**src/rtl/uart_tx_fifo_drain_pkg.sv**
```systemverilog
// Shared constants for the UART transmit drain: FSM state codes, parity
// types and line levels.
package uart_tx_fifo_drain_pkg;

   localparam logic [2:0] S_IDLE   = 3'd0;
   localparam logic [2:0] S_START  = 3'd1;
   localparam logic [2:0] S_DATA   = 3'd2;
   localparam logic [2:0] S_PARITY = 3'd3;
   localparam logic [2:0] S_STOP   = 3'd4;

   typedef enum logic [2:0] {
      IDLE   = S_IDLE,
      START  = S_START,
      DATA   = S_DATA,
      PARITY = S_PARITY,
      STOP   = S_STOP
   } tx_state_e;

   localparam logic PAR_EVEN = 1'b0;
   localparam logic PAR_ODD  = 1'b1;

   // Stop bit and idle line share the high level.
   localparam logic IDLE_LVL  = 1'b1;
   localparam logic START_LVL = 1'b0;

endpackage

```
**src/rtl/uart_tx_fifo_drain_if.sv**
```systemverilog
// FIFO read port, parity configuration and serial line of the drain.
// master = FIFO/system side, slave = the drain itself.
interface uart_tx_fifo_drain_if
   import uart_tx_fifo_drain_pkg::*;
#(
   parameter int DATA_WIDTH = 8
);
   logic                  empty;
   logic [DATA_WIDTH-1:0] rd_data;
   logic                  par_en;
   logic                  par_typ;
   logic                  r_inc;
   logic                  tx_out;
   logic                  busy;

   modport master (
      output empty, rd_data, par_en, par_typ,
      input  r_inc, tx_out, busy
   );

   modport slave (
      input  empty, rd_data, par_en, par_typ,
      output r_inc, tx_out, busy
   );
endinterface

```
**src/rtl/uart_tx_fifo_drain_parity_calc.sv**
```systemverilog
// Combinational parity of a word; shared with the UART RX checker.
module parity_calc
   import uart_tx_fifo_drain_pkg::*;
#(
   parameter int DATA_WIDTH = 8
) (
   input  logic [DATA_WIDTH-1:0] data,
   input  logic                  par_typ,
   output logic                  par
);

   // Even parity makes the total count of ones even, odd makes it odd.
   always_comb begin
      par = ^data;
      unique case (par_typ)
         PAR_EVEN: par = ^data;
         PAR_ODD:  par = ~^data;
         default:  par = ^data;
      endcase
   end

endmodule

```
**src/rtl/uart_tx_fifo_drain.sv**
```systemverilog
// Read-side consumer of the async FIFO in the UART TX bit-clock domain.
// Pops one word per frame and sends start, data LSB-first, optional
// parity and stop bit; back-to-back frames have no idle gap.
module uart_tx_fifo_drain
   import uart_tx_fifo_drain_pkg::*;
#(
   parameter int DATA_WIDTH = 8
) (
   input  logic                 clk,
   input  logic                 rst,
   uart_tx_fifo_drain_if.slave  bus
);

   localparam int CNT_W = (DATA_WIDTH > 1) ? $clog2(DATA_WIDTH) : 1;
   localparam logic [CNT_W-1:0] CNT_LAST = CNT_W'(DATA_WIDTH - 1);

   tx_state_e             state, state_nxt;
   logic [CNT_W-1:0]      cnt, cnt_nxt;
   logic [DATA_WIDTH-1:0] shift_q, shift_nxt;
   logic [DATA_WIDTH-1:0] data_q, data_nxt;
   logic                  par_en_q, par_en_nxt;
   logic                  par_typ_q, par_typ_nxt;
   logic                  tx_q, tx_nxt;
   logic                  busy_q, busy_nxt;
   logic                  pop;
   logic                  par_bit;

   // Parity is taken from the captured word, which stays stable while the
   // shift register drains.
   parity_calc #(.DATA_WIDTH(DATA_WIDTH)) u_parity (
      .data    (data_q),
      .par_typ (par_typ_q),
      .par     (par_bit)
   );

   // Next state plus the line bit and busy value of that next state, so the
   // output flops show the current state's values.
   always_comb begin
      state_nxt   = state;
      cnt_nxt     = cnt;
      shift_nxt   = shift_q;
      data_nxt    = data_q;
      par_en_nxt  = par_en_q;
      par_typ_nxt = par_typ_q;
      tx_nxt      = IDLE_LVL;
      busy_nxt    = 1'b0;
      pop         = 1'b0;
      unique case (state)
         IDLE: begin
            if (!bus.empty) pop = 1'b1;
         end
         START: begin
            state_nxt = DATA;
            cnt_nxt   = '0;
            tx_nxt    = shift_q[0];
            shift_nxt = shift_q >> 1;
            busy_nxt  = 1'b1;
         end
         DATA: begin
            busy_nxt = 1'b1;
            if (cnt == CNT_LAST) begin
               cnt_nxt = '0;
               if (par_en_q) begin
                  state_nxt = PARITY;
                  tx_nxt    = par_bit;
               end else begin
                  state_nxt = STOP;
                  tx_nxt    = IDLE_LVL;
               end
            end else begin
               cnt_nxt   = cnt + CNT_W'(1);
               tx_nxt    = shift_q[0];
               shift_nxt = shift_q >> 1;
            end
         end
         PARITY: begin
            state_nxt = STOP;
            tx_nxt    = IDLE_LVL;
            busy_nxt  = 1'b1;
         end
         STOP: begin
            if (!bus.empty) pop = 1'b1;
            else            state_nxt = IDLE;
         end
         default: state_nxt = IDLE;
      endcase
      // A pop from IDLE or STOP starts the next frame straight away.
      if (pop) begin
         state_nxt   = START;
         data_nxt    = bus.rd_data;
         shift_nxt   = bus.rd_data;
         par_en_nxt  = bus.par_en;
         par_typ_nxt = bus.par_typ;
         tx_nxt      = START_LVL;
         busy_nxt    = 1'b1;
      end
   end

   // State register.
   always_ff @(posedge clk) begin
      if (rst) state <= IDLE;
      else     state <= state_nxt;
   end

   // Datapath, latched config and output flops; reset aborts any frame.
   always_ff @(posedge clk) begin
      if (rst) begin
         cnt       <= '0;
         shift_q   <= '0;
         data_q    <= '0;
         par_en_q  <= 1'b0;
         par_typ_q <= 1'b0;
         tx_q      <= IDLE_LVL;
         busy_q    <= 1'b0;
      end else begin
         cnt       <= cnt_nxt;
         shift_q   <= shift_nxt;
         data_q    <= data_nxt;
         par_en_q  <= par_en_nxt;
         par_typ_q <= par_typ_nxt;
         tx_q      <= tx_nxt;
         busy_q    <= busy_nxt;
      end
   end

   assign bus.r_inc  = pop & ~rst;
   assign bus.tx_out = tx_q;
   assign bus.busy   = busy_q;

endmodule

```
**src/flat_wrapper.sv**
```systemverilog
// flat-port wrapper written by rule: the top's interface ports become plain ports
module uart_tx_fifo_drain_flat import uart_tx_fifo_drain_pkg::*;
#(
   parameter int DATA_WIDTH = 8
)
  (clk, rst, bus_empty, bus_rd_data, bus_par_en, bus_par_typ, bus_r_inc, bus_tx_out, bus_busy);
  uart_tx_fifo_drain_if #(.DATA_WIDTH(DATA_WIDTH)) bus_i ();
  input  logic clk;
  input  logic rst;
  input wire logic [$bits(bus_i.empty)-1:0] bus_empty;
  input wire logic [$bits(bus_i.rd_data)-1:0] bus_rd_data;
  input wire logic [$bits(bus_i.par_en)-1:0] bus_par_en;
  input wire logic [$bits(bus_i.par_typ)-1:0] bus_par_typ;
  output wire logic [$bits(bus_i.r_inc)-1:0] bus_r_inc;
  output wire logic [$bits(bus_i.tx_out)-1:0] bus_tx_out;
  output wire logic [$bits(bus_i.busy)-1:0] bus_busy;
  assign bus_i.empty = bus_empty;
  assign bus_i.rd_data = bus_rd_data;
  assign bus_i.par_en = bus_par_en;
  assign bus_i.par_typ = bus_par_typ;
  assign bus_r_inc = bus_i.r_inc;
  assign bus_tx_out = bus_i.tx_out;
  assign bus_busy = bus_i.busy;
  uart_tx_fifo_drain #(.DATA_WIDTH(DATA_WIDTH)) u_core (.clk(clk), .rst(rst), .bus(bus_i));
endmodule
```
**config.mk**
```make
export PLATFORM = sky130hd
export DESIGN_NAME = uart_tx_fifo_drain_flat
export DESIGN_NICKNAME = d
export VERILOG_FILES = /design/src/rtl/uart_tx_fifo_drain_pkg.sv /design/src/rtl/uart_tx_fifo_drain_if.sv /design/src/rtl/uart_tx_fifo_drain_parity_calc.sv /design/src/rtl/uart_tx_fifo_drain.sv /design/src/flat_wrapper.sv
export SDC_FILE = /design/constraint.sdc
export NUM_CORES = 1
export LEC_CHECK = 0
export CORE_MARGIN = 2
export CORE_UTILIZATION = 53
export DETAILED_ROUTE_END_ITERATION = 8
export HOLD_SLACK_MARGIN = 0.15
export PLACE_DENSITY = 0.79
export SYNTH_ARGS = -nofsm -noshare
export SYNTH_HDL_FRONTEND = slang
export SYNTH_HIERARCHICAL = 1
export SYNTH_SLANG_ARGS = --single-unit
```
**constraint.sdc**
```tcl
create_clock -name clk -period 2.5 [get_ports clk]
set_input_delay 0.5 -clock clk [delete_from_list [all_inputs] [get_ports clk]]
set_output_delay 0.5 -clock clk [all_outputs]
set_load 0.02 [all_outputs]
```
======== After elaboration in Yosys (flattened, before gate mapping) ========
Cells that the tools add are included.
operators by class
  add/sub/neg operators ................... 1
  equality and inequality tests ........... 11
  multiplexer cells ....................... 19
  bitwise operators ....................... 4
  reduce and logical (&&, ||, !) cells .... 11
operators with widths
  cell                   number
  $mux W8                2
  $pmux W8 S2            1
  $pmux W3 S5            1
  $mux W3                4
  $mux W1                8
  $reduce_xnor A8 Y1     1
  $reduce_xor A8 Y1      1
  $eq A3 B2 Y1 const B   2
  $eq A3 B3 Y1 const B   2
  $ne A3 B2 Y1 const B   2
  $pmux W3 S2            1
  $reduce_and A3 Y1      2
  $ne A2 B1 Y1 const B   2
  $pmux W1 S2            2
  $reduce_or A2 Y1       2
  $add A3 B1 Y3 const B  1
  $eq A3 B1 Y1 const B   1
  $logic_not A3 Y1       1
  $ne A3 B1 Y1 const B   1
  $not A1 Y1             3
  $reduce_bool A3 Y1     1
  $reduce_or A3 Y1       1
  $ne A2 B2 Y1 const B   1
  $reduce_and A2 Y1      1
  other kinds (2)        2
word-level totals
  bits in registers ....................... 26
  bits of input ports ..................... 13
  output and inout port bits .............. 3
  word-level logic and storage cells ...... 55

======== Logic depth before layout (Yosys ltp) ========
Gate-level depths: netlist of run 1.
  depth in word-level cells ............... 6
  mapped depth ............................ 6

======== By module ========
The synthesis of run 1 kept the hierarchy.
by module, submodules not included
  module              instances  cells each  area each (um^2)  seq. area each (um^2)
  uart_tx_fifo_drain  1          135         1,156.1           520.5
  parity_calc         1          7           82.6              0.0

======== Worst setup path after synthesis of run 1 ========
No wires, ideal clock.
  path type ............................... reg-to-output
  start point ............................. reg u_core.state[0]
  end point ............................... out bus_r_inc
  arrival time ............................ 1.454 ns
  setup slack ............................. 0.546 ns
  stages on the path, launching flop included .. 6
  cell sequence ........................... dfxtp_1 buf_2 or3_1 buf_2 buf_2 nor2_1
on the way
  word-level cells in the longest chain between the ends .. 4
  elaborated cells on any way between the ends .. 5
  those cells by class .................... eq/ne (1); mux (1); bitwise (1); reduce/logical (2)
RTL lines
  element                                           RTL line                   text
  start: declaration                                uart_tx_fifo_drain.sv:17   tx_state_e state, state_nxt;
  start signal: assignment                          uart_tx_fifo_drain.sv:102  else state <= state_nxt;
  $eq A3 B3 Y1 or $logic_not A3 Y1 (tied branches)  uart_tx_fifo_drain.sv:48   unique case (state)
  $reduce_or A2 Y1 (no source line) *               -
  $mux W1 *                                         -
  $and A1 B1 Y1 *                                   uart_tx_fifo_drain.sv:126  assign bus.r_inc = pop & ~rst;
  end: declaration                                  flat_wrapper.sv:14         output wire logic [$bits(bus_i.r_inc)-1:0] bus_r_inc;
Mark *: on every way between the ends. The rest lies on a longest branch, timed or not.

======== Worst setup path in the final report of run 1 ========
  start point ............................. in bus_empty
  end point ............................... out bus_r_inc
on the way
  word-level cells in the longest chain between the ends .. 3
RTL lines
  element             RTL line                                            text
  start: declaration  flat_wrapper.sv:10                                  input wire logic [$bits(bus_i.empty)-1:0] bus_empty;
  $mux W1             uart_tx_fifo_drain.sv:50, uart_tx_fifo_drain.sv:82
  $mux W1             -
  $and A1 B1 Y1       uart_tx_fifo_drain.sv:126
Every way passes these cells.

==> results of run 1 <==
-- worst max-delay path: cells and delay by family --
family / cells / cell delay (ps)
buf+inv: 2 / 770
simple gates: 2 / 480
-- stage by stage --
step	util, %	worst slack, ps	TNS, ps	cell area [um2]	hold slack [ps]
5_1_grt	65.6	184	0	1450	504
3_5_place_dp	63.3	-28.4	-28.4	1400	460
3_3_place_gp	63.3	-23.1	-23.1	1400	452
2_1_floorplan	-	546	0	1240	446
6_report	65.6	249	0	1450	479
4_1_cts	65.6	239	0	1450	481
-- logic make-up (layout without fill, tap and decap cells) --
kind of cell             count (synthesis)  in the layout
adder cells (fa/ha/maj)                  2              2
buffers and inverters                   21             35
AO/OA/AOI/OAI                           39             39
AND/OR/NAND/NOR                         46             46
multiplexers                             1              1
flip-flops                              26             26
XOR/XNOR                                 7              7
-- metal layers --
metal / global-route usage [%] / wire (um)
met1: 27.1 / 1190
met3: 3.71 / 121
met4: 7.69 / 0
met2: 32.7 / 1240
met5: 0 / 0
-- flip-flops by register name, summed over array words and instances, names as in the netlist --
name	cells
u_core/data_q	8
u_core/shift_q	8
u_core/cnt	3
u_core/state	3
u_core/bus.busy	1
u_core/bus.tx_out	1
u_core/par_en_q	1
u_core/par_typ_q	1
-- area by class of cell --
class | instances | area (um2)
clock buffer | 3 | 22.5
clock inverter | 1 | 30.0
fill | 191 | 761
inverter | 10 | 37.5
multi-input combinational | 95 | 612
sequential | 26 | 520
tap | 28 | 35.0
timing repair buffer | 21 | 194
-- power by group --
| group | switching (mW) | internal (mW) |
|---|---|---|
| Combinational | 0.101 | 0.0967 |
| Sequential | 0.0200 | 0.449 |
| Clock | 0.126 | 0.162 |
| Total | 0.248 | 0.708 |
-- cells in the final DEF, fill, tap and decap left out --
cell type / count
nand2_1: 28
dfxtp_1: 26
or4b_4: 1
nor3_1: 1
nand4b_1: 1
mux2i_1: 1
nor2b_1: 1
xnor2_1: 4
buf_4: 6
inv_1: 10
nand3_1: 2
o21bai_1: 1
nand2b_1: 4
xor2_1: 1
o31ai_1: 1
or3_1: 1
clkbuf_4: 3
nor3b_1: 1
and3b_2: 1
a211oi_1: 1
clkdlybuf4s50_1: 14
xnor2_2: 1
a21oi_1: 15
a2111oi_0: 1
nor2_1: 2
or3b_2: 1
dlygate4sd2_1: 1
ha_1: 2
o32ai_1: 2
a31oi_1: 7
a41oi_1: 1
a22oi_1: 1
xnor3_1: 1
o21ai_0: 2
nor3_2: 1
nand4_1: 1
a41o_1: 7
bufinv_16: 1
-- worst paths after layout --
| path | start | end | depth (start not counted) |
|---|---|---|---|
| worst min register to register | u_core/data_q[7] | u_core/data_q[7] | 2 |
| worst max register to register | u_core/cnt[0] | u_core/shift_q[1] | 5 |
| worst max-delay path | bus_empty | bus_r_inc | 4 |
| worst min-delay path | u_core/data_q[7] | u_core/data_q[7] | 2 |
==> run summary, run 1 <==
outcome - finished, final reports clean
cts bufs inserted - 3
Yosys Warn Count - 6
Slew Limit Headroom - 75.8%
Core Box Area - 0.00221 mm2
Syn-to-layout area delta - 17.2%
Pwr Total - 0.956 mW
register area share after synthesis - 42.0%
most frequent cell after synthesis - nand2_1
Static Leak - 0.566 nW
Post-Syn Area per Cell - 8.72 um2
Die X - 52.3 um
DRC errors left - 0
Yosys cell types - 37
cell area after synthesis - 0.00124 mm2
vias per inst - 5.55
Synth Area in XOR/XNOR - 6.67%
antenna violations before repair - 0
Via Count - 1022
Max Slew Vio Count - 0
clock skew - 5.87 ps
area leader, netlist - dfxtp_1
Max stage delay on crit path - 410 ps
deepest clock path buffer count - 2
DRT antenna net count - 0
Tcrit/Tclk final - 90.1%
die area - 0.00274 mm2
Ant. Diodes - 0
simple-gate area share of the yosys netlist - 18.6%
worst setup path category - primary input to output pin
top post-synthesis cells by area - dfxtp_1, nand2_1, a21oi_1, a41o_1, a31oi_1
Final Hold Fails - 0
1st-iter DRT viols - 28
number of global-route vias before repair - 898
CTS tree - built
RSZ-0062 raised after global routing - no
Initial Utilization - 56.0%
Rows - 17
Startpoint Class - primary input
number of synthesized register bits - 26
clock slew at reported path FFs - 140 ps
Worst Setup End Kind - output pin
Worst EP required - 2000 ps
Synth Area in Adders - 2.02%
Hold Buf Count CTS - 0
Synthesized Nets - 157
DRT Pass-1 Iters - 6
GRT Total Usage - 20.4%
pin count of the biggest net entering global routing - 29
clk sinks - 26
clock latency on the worst-skew pair - 320 ps
grt ovf - 0
final wirelength - 2550 um
Die Height - 52.3 um
share of layout cells above drive strength 1 - 9.62%
Hold Crit Class - register to register
Final setup viols - 0
fin cells - 184
slowest CP cell - clkdlybuf4s50_1
DP HPWL - 1730 um
crit-path cells - clkdlybuf4s50_1 > or3_1 > nor2_1 > dlygate4sd2_1
largest family of logic cells by synthesized area - compound AO/OA/AOI/OAI gates
Placed Cells - 180
mux share of post-synthesis cell area - 0.808%
gate count of the mapped netlist - 142
postcts setup bufs - 0
IO Pins - 16
post-synthesis compound-gate area fraction - 21.3%
minimum clock period - 2250 ps
EDFF count, synth - 0
placer congestion estimate - 0.755
VDD IR-drop max - 0.000428 V
nets - 172
main flop type after synthesis - dfxtp_1
Tightest Pin Transition - 354 ps
power per cell area - 658 mW/mm2
htree depth - 1
Worst EP arrival - 1750 ps
ys async rst share - 0%
top cells by count, synth - nand2_1, dfxtp_1, a21oi_1, inv_1
Crit Path Max Fanout - 2
first-pass GRT wire length - 4100 um
post-synth top area share - 42.0%
cts repair resizes - 1
WL/cell - 13.8 um
clock root cell - clkbuf_4
fmax - 0.444 GHz
Max Cap Viol - 0
FF-to-FF setup slack - 570 ps
port bufs - 15
Note: power is estimated with default switching activity, not from simulation.
==> run 2: changes to the inputs <==
- CORE_UTILIZATION: 53 -> 35
- PLACE_DENSITY: 0.79 -> 0.57
- SLEW_MARGIN: unset -> 20
==> run summary, run 2 (synthesis gave the netlist of run 1 again) <==
Hold Crit Class - register to register
worst setup slack after layout - 240 ps
hold worst-path end - u_core/shift_q[6]
reg2reg path depth - 5
cts repair resizes - 1
Final setup viols - 0
clock root cell - clkbuf_4
commonest cells after routing, fill and taps aside - nand2_1, dfxtp_1, a21oi_1, clkdlybuf4s50_1, inv_1
Initial Utilization - 36.8%
fin cells - 201
DP HPWL - 1750 um
Syn-to-layout area delta - 17.1%
worst r2r src - u_core/cnt[0]
final wirelength - 2530 um
Via Count - 997
Placed Cells - 197
Worst EP arrival - 1760 ps
Sw Ratio - 27.5%
Max Cap Viol - 0
share of layout cells above drive strength 1 - 9.03%
deepest clock path buffer count - 2
Hold Crit Depth - 2
combinational power share - 21.6%
WL/cell - 12.6 um
cts bufs inserted - 3
DRT Pass-1 Iters - 4
Crit Path Max Fanout - 2
Post-Layout Inst Area - 0.00145 mm2
port bufs - 15
vias per inst - 4.96
GRT Total Usage - 13.5%
Rows - 21
outcome - finished, final reports clean
DRT antenna net count - 0
CTS tree - built
Fin Hold WS - 476 ps
VDD IR-drop max - 0.000243 V
clock power share - 24.5%
pre-CTS setup slack - -19.5 ps
clk sinks - 26
postcts setup bufs - 0
power per cell area - 603 mW/mm2
IO Pins - 16
RSZ-0062 raised after global routing - no
Die X - 63.5 um
Hold Buf Count CTS - 0
Tightest Pin Transition - 393 ps
Largest regs - u_core/data_q x8, u_core/shift_q x8
Final Hold Fails - 0
Worst EP required - 2000 ps
number of global-route vias before repair - 960
FF-to-FF setup slack - 560 ps
antenna violations before repair - 0
Worst Setup End Kind - output pin
hold path startpoint - u_core/shift_q[7]
Ant. Diodes - 0
Static Leak - 0.554 nW
pin count of the biggest net entering global routing - 29
reg2reg end - u_core/shift_q[3]
Reg power frac - 53.9%
grt ovf - 0
Die Height - 63.5 um
minimum clock period - 2260 ps
first-pass GRT wire length - 4280 um
Max Slew Vio Count - 0
fmax - 0.442 GHz
DRC errors left - 0
net switching power - 0.241 mW
placer congestion estimate - 0.721
die area - 0.00403 mm2
Startpoint Class - primary input
htree depth - 1
nets - 171
clock slew at reported path FFs - 140 ps
Core Box Area - 0.00336 mm2
most common cell after layout, fill and taps aside - nand2_1
dpl cell area - 0.00142 mm2
worst setup path category - primary input to output pin
Slew Limit Headroom - 73.7%
1st-iter DRT viols - 44
internal power - 0.633 mW
clock skew - 3.19 ps
Tcrit/Tclk final - 90.4%
clock latency on the worst-skew pair - 320 ps
## run 2: cell type report
class                           instances  area, um2
Fill cell                             374       1910
Sequential cell                        26        520
Multi-Input combinational cell         95        612
Tap cell                               46       57.6
Timing Repair Buffer                   20        186
Inverter                               10       37.5
Clock buffer                            4       36.3
## run 2: how the worst max path moves through the flow
stage               cells after the start   endpoint  slack, ps       startpoint
floorplan                               5  bus_r_inc        550  u_core/state[0]
global placement                        4  bus_r_inc        -40        bus_empty
detailed placement                      4  bus_r_inc        -20        bus_empty
CTS                                     4  bus_r_inc        250        bus_empty
global route                            4  bus_r_inc        140        bus_empty
finish                                  4  bus_r_inc        240        bus_empty
## run 2: metal layers
metal | track usage (%) | share of wire [%] | vias to the layer above
met5 | 0 | 0 | -
met4 | 5.71 | 0.75 | 0
met3 | 1.61 | 3.2 | 2
met2 | 22.2 | 49 | 15
met1 | 17.7 | 47 | 459
li1 | - | - | 521
## run 2: worst max-delay path: stages
cell	delay, ps
clkdlybuf4s50_1	410
or3_1	330
nor2_1	160
dlygate4sd2_1	360
## run 2: power groups by stage
stage | Combinational, mW | Sequential (mW) | Clock [mW]
after floorplan | 0.136 | 0.478 | 0
after global placement | 0.189 | 0.479 | 0
after detailed placement | 0.191 | 0.481 | 0
after CTS | 0.191 | 0.472 | 0.226
after global routing | 0.212 | 0.476 | 0.243
final | 0.189 | 0.471 | 0.214
## run 2: metrics by stage
| stage | setup TNS [ps] | util [%] | power [mW] |
|---|---|---|---|
| 2_1_floorplan | 0 | - | 0.614 |
| 4_1_cts | 0 | 43.1 | 0.889 |
| 3_5_place_dp | -19.5 | 42.1 | 0.672 |
| 6_report | 0 | 43.1 | 0.874 |
| 5_1_grt | 0 | 43.1 | 0.931 |
| 3_3_place_gp | -42.7 | 42.1 | 0.668 |
==> RTL edit 1 (flow settings as in run 2) <==
Take the reset off `shift_q` and `data_q` and load them in a clocked block of their own.
--- a/src/rtl/uart_tx_fifo_drain.sv
+++ b/src/rtl/uart_tx_fifo_drain.sv
@@ -106,21 +106,22 @@
    always_ff @(posedge clk) begin
       if (rst) begin
          cnt       <= '0;
-         shift_q   <= '0;
-         data_q    <= '0;
          par_en_q  <= 1'b0;
          par_typ_q <= 1'b0;
          tx_q      <= IDLE_LVL;
          busy_q    <= 1'b0;
       end else begin
          cnt       <= cnt_nxt;
-         shift_q   <= shift_nxt;
-         data_q    <= data_nxt;
          par_en_q  <= par_en_nxt;
          par_typ_q <= par_typ_nxt;
          tx_q      <= tx_nxt;
          busy_q    <= busy_nxt;
       end
+   end
+
+   always_ff @(posedge clk) begin
+      shift_q <= shift_nxt;
+      data_q  <= data_nxt;
    end
 
    assign bus.r_inc  = pop & ~rst;
Formal check against the unedited RTL: no difference found for any inputs over 10 cycles, from zero or initial values and one cycle with rst high; that may be too few to reach the edited logic, so the function may still have changed.
==> RTL edit 1 against run 2 <==
  * Power up 10%
  * Synthesized area down 6.6%
  * Clock skew is 0.0059 ns higher
  * Design area is 3.1% lower
  * Worst setup slack gained 0.037 ns
  * Register-to-register slack got worse by 0.14 ns
  * Sequential cell count unchanged
  * Via count fell by 22%
  * Wire length fell by 24%
  * Sequential share of layout area rose by 13 points
  * Combinational power is 20% lower
  * Highest routed layer unchanged
==> RTL edit 1: results (changes against run 2) <==
Status
  – Status: complete, no violations

Min path
  – Hold EP: u_core/par_typ_q
  – Worst Hold Launch: u_core/par_typ_q

Global routing
  – Pin count of the biggest net entering global routing: 19 (-34%)
  – GRT Util Overall: 0.117 (-0.0175)
  – Vias in the first global route: 744 (-23%)
  – First-pass GRT wire length: 3170 um (-26%)

Placement
  – Cell Area, Placed: 1350 um2 (-4.3%)
  – Final estimated routing congestion in global placement: 0.771 (+6.9%)
  – Dpl hpwl: 1410 um (-19%)

Finish
  – Share of cells above drive strength 1: 0.107 (+0.0162)
  – Fin nets: 138 (-19%)

Power and ir drop
  – P_leak: 0.531 nW (-4.1%)
  – Worst vdd rail ir drop: 0.259 mV (+6.8%)

Synthesis
  – Area contributors post-synth: edfxtp_1 (42%), dfxtp_1 (17%), nand2_1 (8.1%)
  – Post-synth EDFFs: 16 (+16)
  – Syn nets: 120 (-24%)
  – Count of cell types in the netlist: 34 (-8.1%)
  – Post-synthesis sequential area ratio: 0.588 (+0.168)

STA
  – Clock Skew: 0.00909 ns (+0.00590 ns)
  – Max-slew headroom: 0.751 (+0.0147)

Setup path
  – R2R Path End: u_core/shift_q[0]
  – CP arrival: 1.72 ns (-0.04 ns)
  – Worst reg2reg setup slack: 0.42 ns (-0.14 ns)

Route
  – DR iter-0 viols: 51 (+16%)
  – Routed WL: 1910 um (-24%)
  – DR vias/cell: 4.67 (-5.8%)
RTL edit 1: cell count changes in the layout (fill, tap and decap cells not counted), sizes merged, moves of 6 or more:
cell	delta
edfxtp	+16
a41o	-7
dfxtp	-16
a21oi	-10
inv	-6
a31oi	-6
RTL edit 1: cell families (layout without fill, tap and decap cells):
family | count (synthesis) | after routing | share of synthesized area
AO/OA/AOI/OAI | 15 | 15 | 0.0843
adder cells (fa/ha/maj) | 2 | 2 | 0.0216
buffers and inverters | 10 | 27 | 0.0465
XOR/XNOR | 7 | 7 | 0.0714
AND/OR/NAND/NOR | 45 | 45 | 0.188
flip-flops | 26 | 26 | 0.588
RTL edit 1: cell type report:
type | instances | area (um2)
timing repair buffer | 19 | 179
fill | 328 | 1700
clock buffer | 3 | 22.5
tap | 44 | 55.1
sequential | 26 | 681
multi-input combinational | 69 | 423
inverter | 4 | 15.0
clock inverter | 1 | 30.0
RTL edit 1: worst max path at each step:
stage                         to  slack, ns
6_report               bus_r_inc       0.28
5_1_grt                bus_r_inc       0.21
4_1_cts                bus_r_inc       0.27
3_5_place_dp           bus_r_inc     -0.003
3_3_place_gp           bus_r_inc       0.02
2_1_floorplan  u_core/shift_q[0]       0.68
RTL edit 1: critical path: cells and delay by family:
family / cells / cell delay, ns
buffers and inverters: 2 / 0.77
and+or+nand+nor: 2 / 0.46
RTL edit 1: per-stage QoR:
step	total power, W	instances	worst slack, ns	hold WS (ns)
5_1_grt	0.00101	166	0.210	0.503
3_3_place_gp	0.000688	162	0.0247	0.458
2_1_floorplan	0.000638	105	0.685	0.450
4_1_cts	0.000976	166	0.268	0.486
3_5_place_dp	0.000691	162	-0.00337	0.467
6_report	0.000964	166	0.277	0.483
RTL edit 1: timing repair:
item | 4_1_cts | 5_1_grt
endpoints found under the setup margin | 1 | 0
hold buffers | 0 | 0
gates resized for setup | 1 | 0
RTL edit 1: per-layer routing:
layer / track usage / up-vias / share of wire / routed length, um
met1: 0.151 / 358 / 0.47 / 903
met5: 0 / - / 0 / 0
li1: - / 399 / - / -
met4: 0.0638 / 0 / 0.0079 / 15
met3: 0.0252 / 2 / 0.046 / 88
met2: 0.183 / 17 / 0.47 / 902
RTL edit 1: power breakdown:
part	total, W	leakage, nW	switching [W]	internal, W
Sequential	0.000527	0.239	0.0000206	0.000506
Combinational	0.000152	0.264	0.0000723	0.0000802
Clock	0.000285	0.0279	0.000122	0.000162
Total	0.000964	0.531	0.000215	0.000748
==> RTL edit 2 (settings of run 2) <==
Made on the original files. `DATA_WIDTH` is set to 8 in 4 places; all go to 16.
--- a/src/rtl/uart_tx_fifo_drain_if.sv
+++ b/src/rtl/uart_tx_fifo_drain_if.sv
@@ -3,7 +3,7 @@
 interface uart_tx_fifo_drain_if
    import uart_tx_fifo_drain_pkg::*;
 #(
-   parameter int DATA_WIDTH = 8
+   parameter int DATA_WIDTH = 16
 );
    logic                  empty;
    logic [DATA_WIDTH-1:0] rd_data;
--- a/src/rtl/uart_tx_fifo_drain_parity_calc.sv
+++ b/src/rtl/uart_tx_fifo_drain_parity_calc.sv
@@ -2,7 +2,7 @@
 module parity_calc
    import uart_tx_fifo_drain_pkg::*;
 #(
-   parameter int DATA_WIDTH = 8
+   parameter int DATA_WIDTH = 16
 ) (
    input  logic [DATA_WIDTH-1:0] data,
    input  logic                  par_typ,
--- a/src/rtl/uart_tx_fifo_drain.sv
+++ b/src/rtl/uart_tx_fifo_drain.sv
@@ -4,7 +4,7 @@
 module uart_tx_fifo_drain
    import uart_tx_fifo_drain_pkg::*;
 #(
-   parameter int DATA_WIDTH = 8
+   parameter int DATA_WIDTH = 16
 ) (
    input  logic                 clk,
    input  logic                 rst,
--- a/src/flat_wrapper.sv
+++ b/src/flat_wrapper.sv
@@ -1,7 +1,7 @@
 // flat-port wrapper written by rule: the top's interface ports become plain ports
 module uart_tx_fifo_drain_flat import uart_tx_fifo_drain_pkg::*;
 #(
-   parameter int DATA_WIDTH = 8
+   parameter int DATA_WIDTH = 16
 )
   (clk, rst, bus_empty, bus_rd_data, bus_par_en, bus_par_typ, bus_r_inc, bus_tx_out, bus_busy);
   uart_tx_fifo_drain_if #(.DATA_WIDTH(DATA_WIDTH)) bus_i ();
Ports: changed (resized bus_rd_data); port bits go from 16 to 24. No check against the original RTL was run, so the function may have changed too.
==> RTL edit 2 against run 2 <==
  * Wire length is 130% higher
  * Maximum frequency is 0.36% lower
  * First-iteration DRC count grew to 3.1 times the old value
  * Clock skew hardly changed
  * Utilization is 1.5 points lower
  * Register-to-register slack better by 0.06 ns
  * Worst setup slack worse by 0.0081 ns
  * Sequential cell count is 17 higher
  * Non-clock buffer count is 13 higher
  * Synthesized area is 81% higher
  * Clock power is 110% higher
  * Count of clock-buffer cells in the layout is 1 higher
  * Power is 74% higher
  * Design area is 80% higher
  * Critical path type unchanged
  * Critical endpoint unchanged
  * Highest routed layer unchanged
==> RTL edit 2: results (changes against run 2) <==
Route
  – Vias: 2141 (+110%)
  – Routed WL: 5890 um (+130%)

Clocking
  – Clock transition at the registers of the reported paths: 0.08 ns (-0.06 ns)
  – Cts bufs inserted: 5 (+2)
  – Skew-Pair Late Insertion Delay: 0.30 ns (-0.02 ns)
  – CTS Root Cell: clkbuf_8

STA
  – Max-slew headroom: 0.529 (-0.207)
  – Clock Skew: 0.00365 ns (+0.000455 ns)

Setup path
  – R2r startpoint: u_core/state[1]
  – Worst Reg-to-Reg Cells: 4 (-1)

Synthesis
  – Area contributors post-synth: dfxtp_1 (38%), a311oi_1 (6.3%), nand2_1 (6.2%)
  – Count of cell types in the netlist: 45 (+22%)
  – Post-synthesis sequential area ratio: 0.384 (-0.0358)
  – Cells after Synth: 275 (+94%)
  – Most frequent cells after synthesis: dfxtp_1 (43), nand2_1 (37), a21oi_1 (24)

Status
  – Status: complete, no violations

Min path
  – Worst Hold Launch: u_core/par_typ_q

Finish
  – Fin nets: 310 (+81%)
  – Share of cells above drive strength 1: 0.0830 (-0.00728)
  – Filler Cells Inserted: 673 (+80%)
  – Biggest regs: u_core/data_q x16, u_core/shift_q x16, u_core/cnt x4

Global routing
  – First-pass GRT wire length: 9980 um (+130%)
  – Vias in the first global route: 2029 (+110%)
  – Grt met1 use: 0.247 (+0.0702)
  – Pin count of the biggest net entering global routing: 46 (+59%)
  – GRT Util Overall: 0.173 (+0.0379)

Placement
  – DP Cell Count: 358 (+82%)

Power and ir drop
  – Worst vdd rail ir drop: 0.303 mV (+25%)
  – P_leak: 0.885 nW (+60%)
RTL edit 2: changes by cell type after synthesis, moves of 11 or more:
| cell | change |
|---|---|
| dfxtp_1 | +17 |
| nor2_1 | +17 |
| a311oi_1 | +16 |
| o22ai_1 | +15 |
| nand4_1 | +14 |
| clkbuf_1 | +11 |
RTL edit 2: cell families (layout without fill, tap and decap cells):
| group | Yosys count | in the layout | synth area share |
|---|---|---|---|
| simple gates | 100 | 100 | 0.227 |
| compound gates | 85 | 85 | 0.254 |
| flops | 43 | 43 | 0.384 |
| buf+inv | 29 | 43 | 0.0547 |
| xor+xnor | 16 | 16 | 0.0687 |
| fa+ha+maj | 1 | 1 | 0.00559 |
| mux | 1 | 1 | 0.00503 |
RTL edit 2: layout make-up:
type                       instances  area, um2  area share
multi-input combinational        203       1260       0.483
timing repair buffer              33        304       0.116
clock inverter                     3       15.0     0.00574
clock buffer                       5       68.8      0.0263
tap                               77       96.3      0.0368
sequential                        43        861       0.329
inverter                           2       7.51     0.00287
RTL edit 2: metal layers:
metal	vias up	part of all wire
li1	1051	-
met2	55	0.45
met3	8	0.042
met5	-	0
met1	1027	0.50
met4	0	0.012
RTL edit 2: final timing paths:
check / slack, ns / end
setup / recovery: 0.23 / bus_r_inc
hold / removal: 0.47 / u_core/par_typ_q
setup reg to reg: 0.62 / u_core/cnt[3]
hold reg to reg: 0.47 / u_core/par_typ_q
RTL edit 2: repair_timing:
action,4_1_cts,5_1_grt
setup buffers,0,0
endpoints found under the setup margin,1,0
resized for setup,1,0
RTL edit 2: power breakdown:
part	internal (W)	switching (W)
clock	0.000192	0.000247
sequential	0.000731	0.0000368
combinational	0.000150	0.000163
RTL edit 2: per-stage QoR:
step,cell area (um2),worst slack (ns),TNS [ns]
6_report,2620,0.231,0
2_1_floorplan,2240,0.713,0
4_1_cts,2620,0.211,0
3_5_place_dp,2530,-0.0530,-0.0530
3_3_place_gp,2530,-0.0614,-0.0614
5_1_grt,2620,0.154,0
RTL edit 2: worst max-delay path, delay by kind of cell:
kind | cells | cell delay, ns
buffers and inverters | 2 | 0.76
and+or+nand+nor | 2 | 0.51
